## config.mk

```make
export PLATFORM = sky130hd
export DESIGN_NAME = mode_sequencer_flat
export DESIGN_NICKNAME = d
export VERILOG_FILES = /design/src/rtl/mode_sequencer_if.sv /design/src/rtl/mode_sequencer.sv /design/src/flat_wrapper.sv
export SDC_FILE = /design/constraint.sdc
export NUM_CORES = 1
export LEC_CHECK = 0
export ABC_AREA = 1
export CELL_PAD_IN_SITES_DETAIL_PLACEMENT = 2
export CELL_PAD_IN_SITES_GLOBAL_PLACEMENT = 2
export CORE_ASPECT_RATIO = 0.7
export CORE_MARGIN = 5
export CORE_UTILIZATION = 25
export CTS_CLUSTER_SIZE = 14
export DETAILED_ROUTE_END_ITERATION = 6
export MAX_ROUTING_LAYER = met4
export PLACE_DENSITY_LB_ADDON = 0.1
export SETUP_SLACK_MARGIN = 0.05
export SYNTH_ARGS = -nofsm -noshare
export SYNTH_HDL_FRONTEND = slang
export SYNTH_SLANG_ARGS = --single-unit
```

## constraint.sdc

```tcl
create_clock -name clk_i -period 1.2 [get_ports clk_i]
set_input_delay 0.36 -clock clk_i [delete_from_list [all_inputs] [get_ports clk_i]]
set_output_delay 0.36 -clock clk_i [all_outputs]
set_load 0.005 [all_outputs]
```

## src/rtl/mode_sequencer_if.sv

```systemverilog
// rtl/mode_sequencer_if.sv - control and status bundle between the mode sequencer and its neighbours
interface mode_sequencer_if #(
  parameter int KV = 30,
  parameter int LW = 11
);
  localparam int RW = (KV > 1) ? $clog2(KV) : 1;

  logic          vs_i;
  logic          de_i;
  logic          next_i;
  logic          flip_i;
  logic          bypass_i;
  logic [2:0]    mode_o;
  logic [2:0]    req_o;
  logic          pending_o;
  logic [RW-1:0] row_o;
  logic          freeze_o;
  logic [LW-1:0] line_o;
  logic          frame_ok_o;
  logic [3:0]    led_o;

  // The sequencer itself
  modport slave (
    input  vs_i, de_i, next_i, flip_i, bypass_i,
    output mode_o, req_o, pending_o, row_o, freeze_o, line_o, frame_ok_o, led_o
  );

  // Whoever drives sync, buttons and consumes the status
  modport master (
    output vs_i, de_i, next_i, flip_i, bypass_i,
    input  mode_o, req_o, pending_o, row_o, freeze_o, line_o, frame_ok_o, led_o
  );
endinterface

```

## src/rtl/mode_sequencer.sv

```systemverilog
// rtl/mode_sequencer.sv - frame-synchronous mode commit, block-row cursor and frame height check
module mode_sequencer #(
  parameter int KV = 30,
  parameter int VP = 1080,
  parameter int LW = 11
) (
  input  logic             clk_i,
  input  logic             rst_ni,
  mode_sequencer_if.slave  bus
);
  localparam int            RW         = (KV > 1) ? $clog2(KV) : 1;
  localparam logic [RW-1:0] ROW_LAST   = RW'(KV - 1);
  localparam logic [LW-1:0] LINE_MAX   = '1;
  localparam logic [LW-1:0] LINE_GOOD  = LW'(VP);
  localparam logic [2:0]    MODE_DIR   = 3'd0;
  localparam logic [2:0]    MODE_RESET = 3'd2;

  logic [2:0]    req_q, req_d;
  logic [2:0]    mode_q, mode_d;
  logic          pending_q, pending_d;
  logic [RW-1:0] row_q, row_d;
  logic [LW-1:0] line_q, line_d;
  logic          frame_ok_q, frame_ok_d;
  logic          vs_r_q, vs_r_d;
  logic          de_r_q, de_r_d;
  logic          commit;
  logic          de_fall;

  // Frame boundary and end-of-line events
  always_comb begin
    commit  = bus.vs_i & ~vs_r_q;
    de_fall = de_r_q & ~bus.de_i;
  end

  // Request/commit path: the commit latches the pre-pulse request, a same-cycle pulse re-arms pending
  always_comb begin
    req_d     = req_q;
    mode_d    = mode_q;
    pending_d = pending_q;
    if (commit) begin
      mode_d    = bus.bypass_i ? MODE_DIR : req_q;
      pending_d = 1'b0;
    end
    if (bus.next_i) begin
      req_d     = {req_q[2:1] + 2'd1, req_q[0]};
      pending_d = 1'b1;
    end else if (bus.flip_i) begin
      req_d     = req_q ^ 3'd1;
      pending_d = 1'b1;
    end
  end

  // Line tracking: vsync parks the cursor and masks line ends; the commit closes the frame count
  always_comb begin
    vs_r_d     = bus.vs_i;
    de_r_d     = bus.vs_i ? 1'b0 : bus.de_i;
    row_d      = row_q;
    line_d     = line_q;
    frame_ok_d = frame_ok_q;
    if (bus.vs_i) begin
      row_d = '0;
    end else if (de_fall) begin
      row_d = (row_q == ROW_LAST) ? '0 : row_q + 1'b1;
      if (line_q != LINE_MAX) begin
        line_d = line_q + 1'b1;
      end
    end
    if (commit) begin
      frame_ok_d = (line_q == LINE_GOOD);
      line_d     = '0;
    end
  end

  // State register; vs_r resets high so releasing reset inside vsync cannot commit
  always_ff @(posedge clk_i or negedge rst_ni) begin
    if (!rst_ni) begin
      req_q      <= MODE_RESET;
      mode_q     <= MODE_RESET;
      pending_q  <= 1'b0;
      row_q      <= '0;
      line_q     <= '0;
      frame_ok_q <= 1'b0;
      vs_r_q     <= 1'b1;
      de_r_q     <= 1'b0;
    end else begin
      req_q      <= req_d;
      mode_q     <= mode_d;
      pending_q  <= pending_d;
      row_q      <= row_d;
      line_q     <= line_d;
      frame_ok_q <= frame_ok_d;
      vs_r_q     <= vs_r_d;
      de_r_q     <= de_r_d;
    end
  end

  // Status outputs straight from the registers
  always_comb begin
    bus.mode_o     = mode_q;
    bus.req_o      = req_q;
    bus.pending_o  = pending_q;
    bus.row_o      = row_q;
    bus.freeze_o   = (row_q == ROW_LAST);
    bus.line_o     = line_q;
    bus.frame_ok_o = frame_ok_q;
    bus.led_o      = {pending_q, mode_q};
  end
endmodule

```

## src/flat_wrapper.sv

```systemverilog
// flat-port wrapper written by rule: the top's interface ports become plain ports
module mode_sequencer_flat 
#(
  parameter int KV = 30,
  parameter int VP = 1080,
  parameter int LW = 11
)
  (clk_i, rst_ni, bus_vs_i, bus_de_i, bus_next_i, bus_flip_i, bus_bypass_i, bus_mode_o, bus_req_o, bus_pending_o, bus_row_o, bus_freeze_o, bus_line_o, bus_frame_ok_o, bus_led_o);
  mode_sequencer_if #(.KV(KV), .LW(LW)) bus_i ();
  input  logic clk_i;
  input  logic rst_ni;
  input wire logic [$bits(bus_i.vs_i)-1:0] bus_vs_i;
  input wire logic [$bits(bus_i.de_i)-1:0] bus_de_i;
  input wire logic [$bits(bus_i.next_i)-1:0] bus_next_i;
  input wire logic [$bits(bus_i.flip_i)-1:0] bus_flip_i;
  input wire logic [$bits(bus_i.bypass_i)-1:0] bus_bypass_i;
  output wire logic [$bits(bus_i.mode_o)-1:0] bus_mode_o;
  output wire logic [$bits(bus_i.req_o)-1:0] bus_req_o;
  output wire logic [$bits(bus_i.pending_o)-1:0] bus_pending_o;
  output wire logic [$bits(bus_i.row_o)-1:0] bus_row_o;
  output wire logic [$bits(bus_i.freeze_o)-1:0] bus_freeze_o;
  output wire logic [$bits(bus_i.line_o)-1:0] bus_line_o;
  output wire logic [$bits(bus_i.frame_ok_o)-1:0] bus_frame_ok_o;
  output wire logic [$bits(bus_i.led_o)-1:0] bus_led_o;
  assign bus_i.vs_i = bus_vs_i;
  assign bus_i.de_i = bus_de_i;
  assign bus_i.next_i = bus_next_i;
  assign bus_i.flip_i = bus_flip_i;
  assign bus_i.bypass_i = bus_bypass_i;
  assign bus_mode_o = bus_i.mode_o;
  assign bus_req_o = bus_i.req_o;
  assign bus_pending_o = bus_i.pending_o;
  assign bus_row_o = bus_i.row_o;
  assign bus_freeze_o = bus_i.freeze_o;
  assign bus_line_o = bus_i.line_o;
  assign bus_frame_ok_o = bus_i.frame_ok_o;
  assign bus_led_o = bus_i.led_o;
  mode_sequencer #(.KV(KV), .VP(VP), .LW(LW)) u_core (.clk_i(clk_i), .rst_ni(rst_ni), .bus(bus_i));
endmodule
```

==> run summary <==
fin crit share: 1.30
GR Util All Layers: 0.176
leakage power: 1.33 nW
Die Wd: 98.7 µm
area of the die: 7120 µm²
Mapped Cells: 162
cell area after placement: 2090 µm²
crit-path cells: inv_2, ha_4, nand4_1, inv_1, buf_2
root buf cell: clkbuf_8
CTS Buf Count: 3
Synth top cells by count: nand2_1 (42), dfrtp_1 (23), inv_1 (19), nor2_1 (13), nand4_1 (10)
EDFF count, synth: 0
Worst Tran Pin Value: 0.262 ns
max_cap viols: 0
initial antenna violation count: 0
pwr/cell area: 940 nW/µm²
CTS clk-pin slew, worst paths: 0.11 ns
largest fanout on the critical path: 2
WP data required: 0.84 ns
Mapped Area: 1380 µm²
CP Launch Type: register
Clock Latency Late Sink: 0.29 ns
register bit total from synthesis: 26
endpoint type of the worst setup path: output pin
maximum clock rate: 642 MHz
Routed Antenna Nets: 0
Clock Sinks: 26
area grow syn2layout: 99.4%
Worst path max stage delay: 0.41 ns
worst slack, placed: -0.554 ns
Ant. Diodes: 0
dominant synthesized flop cell: dfrtp_1
core area: 5290 µm²
Detailed Place HPWL: 3900 µm
placed cell count: 301
WL final: 7450 µm
routability-driven placement congestion ratio: 0.872
register area share after synthesis: 0.475
ys async rst share: 1.00
Initial Util: 0.261
CP Class: reg2out
Ports: 36
share of cells above drive strength 1: 0.627
first-pass GRT wire length: 9550 µm
vias in the first global route: 1779
DRC: 0
Fill cells: 556
reg-to-reg slack, setup: -0.36 ns
Max Clock Skew: 0.00960 ns
Pre-antenna DRT Iters: 4
Ys Warns: 0
H-tree levels: 1
Via density: 4.75
Final min period: 1.56 ns
Die H: 72.1 µm
Unique masters post-synth: 27
clk buf depth: 2
final hold violations: 0
final instance area: 2750 µm²
Area contributors post-synth: dfrtp_1 (42%), nand2_1 (11%), dfstp_2 (5.7%), inv_1 (5.2%), xor2_1 (5.1%)
post-route setup slack: -0.359 ns
unrepaired setup endpoints after global routing: true
vias: 1628
CTS tree: built
GR Overflow Total: 0
Final setup viols: 38
Syn Nets: 173
Slew HR: 0.825
Hold-fix buffers, CTS: 0
wire per inst: 21.7 µm
failing checks: negative setup slack
Setup TNS: -6.11 ns
initial drt markers: 50
status: finished with violations
Placement Rows: 22
Hold Path Class: in2async
Final #Nets: 283
top cell type's share of synthesized area: 0.418
syn avg cell area: 8.50 µm²
Yosys top cell by area: dfrtp_1
PortBufs: 35
Critical Path AT: 1.20 ns
Final Non-Filler Cells: 343
VDD IR-drop max: 0.746 mV
largest net degree at the start of global routing: 27
most frequent cell after synthesis: nand2_1
Slew Viols, Final: 0
Max stage delay cell, worst path: dfrtp_1
## sequential cells by signal, indices dropped and copies added, names as in the netlist
name and flops:
u_core.de_r_q 1, u_core.bus.frame_ok_o 1, u_core.bus.mode_o 3, u_core.bus.req_o 3, u_core.vs_r_q 1, u_core.bus.line_o 11, u_core.bus.pending_o 1, u_core.bus.row_o 5
## cell families (layout without fill, tap and decap cells)
kind of cell / count (synthesis) / after routing / share of synthesized area
AOI/OAI and AO/OA: 14 / 14 / 0.0618
xor gates and xnor gates: 9 / 9 / 0.0572
adders and majority gates: 4 / 4 / 0.0363
buffers and inverters: 26 / 135 / 0.0917
DFF: 26 / 26 / 0.475
and+or+nand+nor: 83 / 83 / 0.278
## routing by layer
metal,global-route usage,share of wire,vias up
li1,-,-,734
met2,0.303,0.51,46
met5,-,0,-
met4,0.0318,0.021,0
met3,0.0317,0.024,18
met1,0.221,0.44,830
## area by class of cell
cell class,count,area (µm²),area share
Multi-Input combinational cell,110,898,0.327
Clock buffer,4,45.0,0.0164
Inverter,20,98.8,0.0360
Tap cell,72,90.1,0.0328
Sequential cell,26,658,0.240
Timing Repair Buffer,111,956,0.348
## what timing repair did
item | 4_1_cts | 5_1_grt
pin swaps | 14 | 14
gates resized for setup | 173 | 52
endpoints found under the hold margin | 0 | 0
setup endpoints to repair | 50 | 50
setup buffers | 35 | 13
## final timing paths
kind,from,endpoint,depth (start not counted)
setup reg to reg,u_core.bus.line_o[0]$_DFFE_PN0P_,u_core.bus.line_o[2]$_DFFE_PN0P_,9
hold reg to reg,u_core.bus.mode_o[1]$_DFFE_PN1P_,u_core.bus.mode_o[1]$_DFFE_PN1P_,3
hold / removal,rst_ni,u_core.bus.line_o[10]$_DFFE_PN0P_,2
min in group clk_i,bus_vs_i,u_core.vs_r_q$_DFF_PN1_,2
setup / recovery,u_core.bus.row_o[1]$_DFFE_PN0P_,bus_freeze_o,5
max in group asynchronous,rst_ni,u_core.vs_r_q$_DFF_PN1_,2
## worst max-delay path, delay by kind of cell, from the launching register on
| family | cells | cell delay [ns] |
|---|---|---|
| adders and majority gates | 1 | 0.13 |
| DFF | 1 | 0.41 |
| and+or+nand+nor | 1 | 0.11 |
| buffers and inverters | 3 | 0.26 |
## stage by stage
stage	hold slack (ns)	power, mW	utilization
after global routing	0.431	2.71	0.520
after global placement	0.467	1.67	0.395
final	0.440	2.58	0.520
after CTS	0.430	2.36	0.475
after floorplan	0.0644	1.28	-
after detailed placement	0.472	1.69	0.395
## cells in the final DEF (no fill, tap or decap), drive strengths merged, types with 2 or more instances in the layout
cell / count
buf: 100
xor2: 8
nor2: 16
dfrtp: 23
nand3: 10
clkbuf: 9
clkdlybuf4s50: 5
nand4: 10
o21bai: 2
ha: 4
dfstp: 3
o31ai: 2
nand2: 44
o21ai: 8
inv: 18
nor3: 2
## power by group
part | internal (mW) | leakage [nW] | total (mW) | switching [mW]
Clock | 0.240 | 0.0228 | 0.563 | 0.323
Sequential | 0.994 | 0.334 | 1.07 | 0.0776
Combinational | 0.513 | 0.972 | 0.946 | 0.434
Total | 1.75 | 1.33 | 2.58 | 0.835
Power figures use the tool's default switching activity.
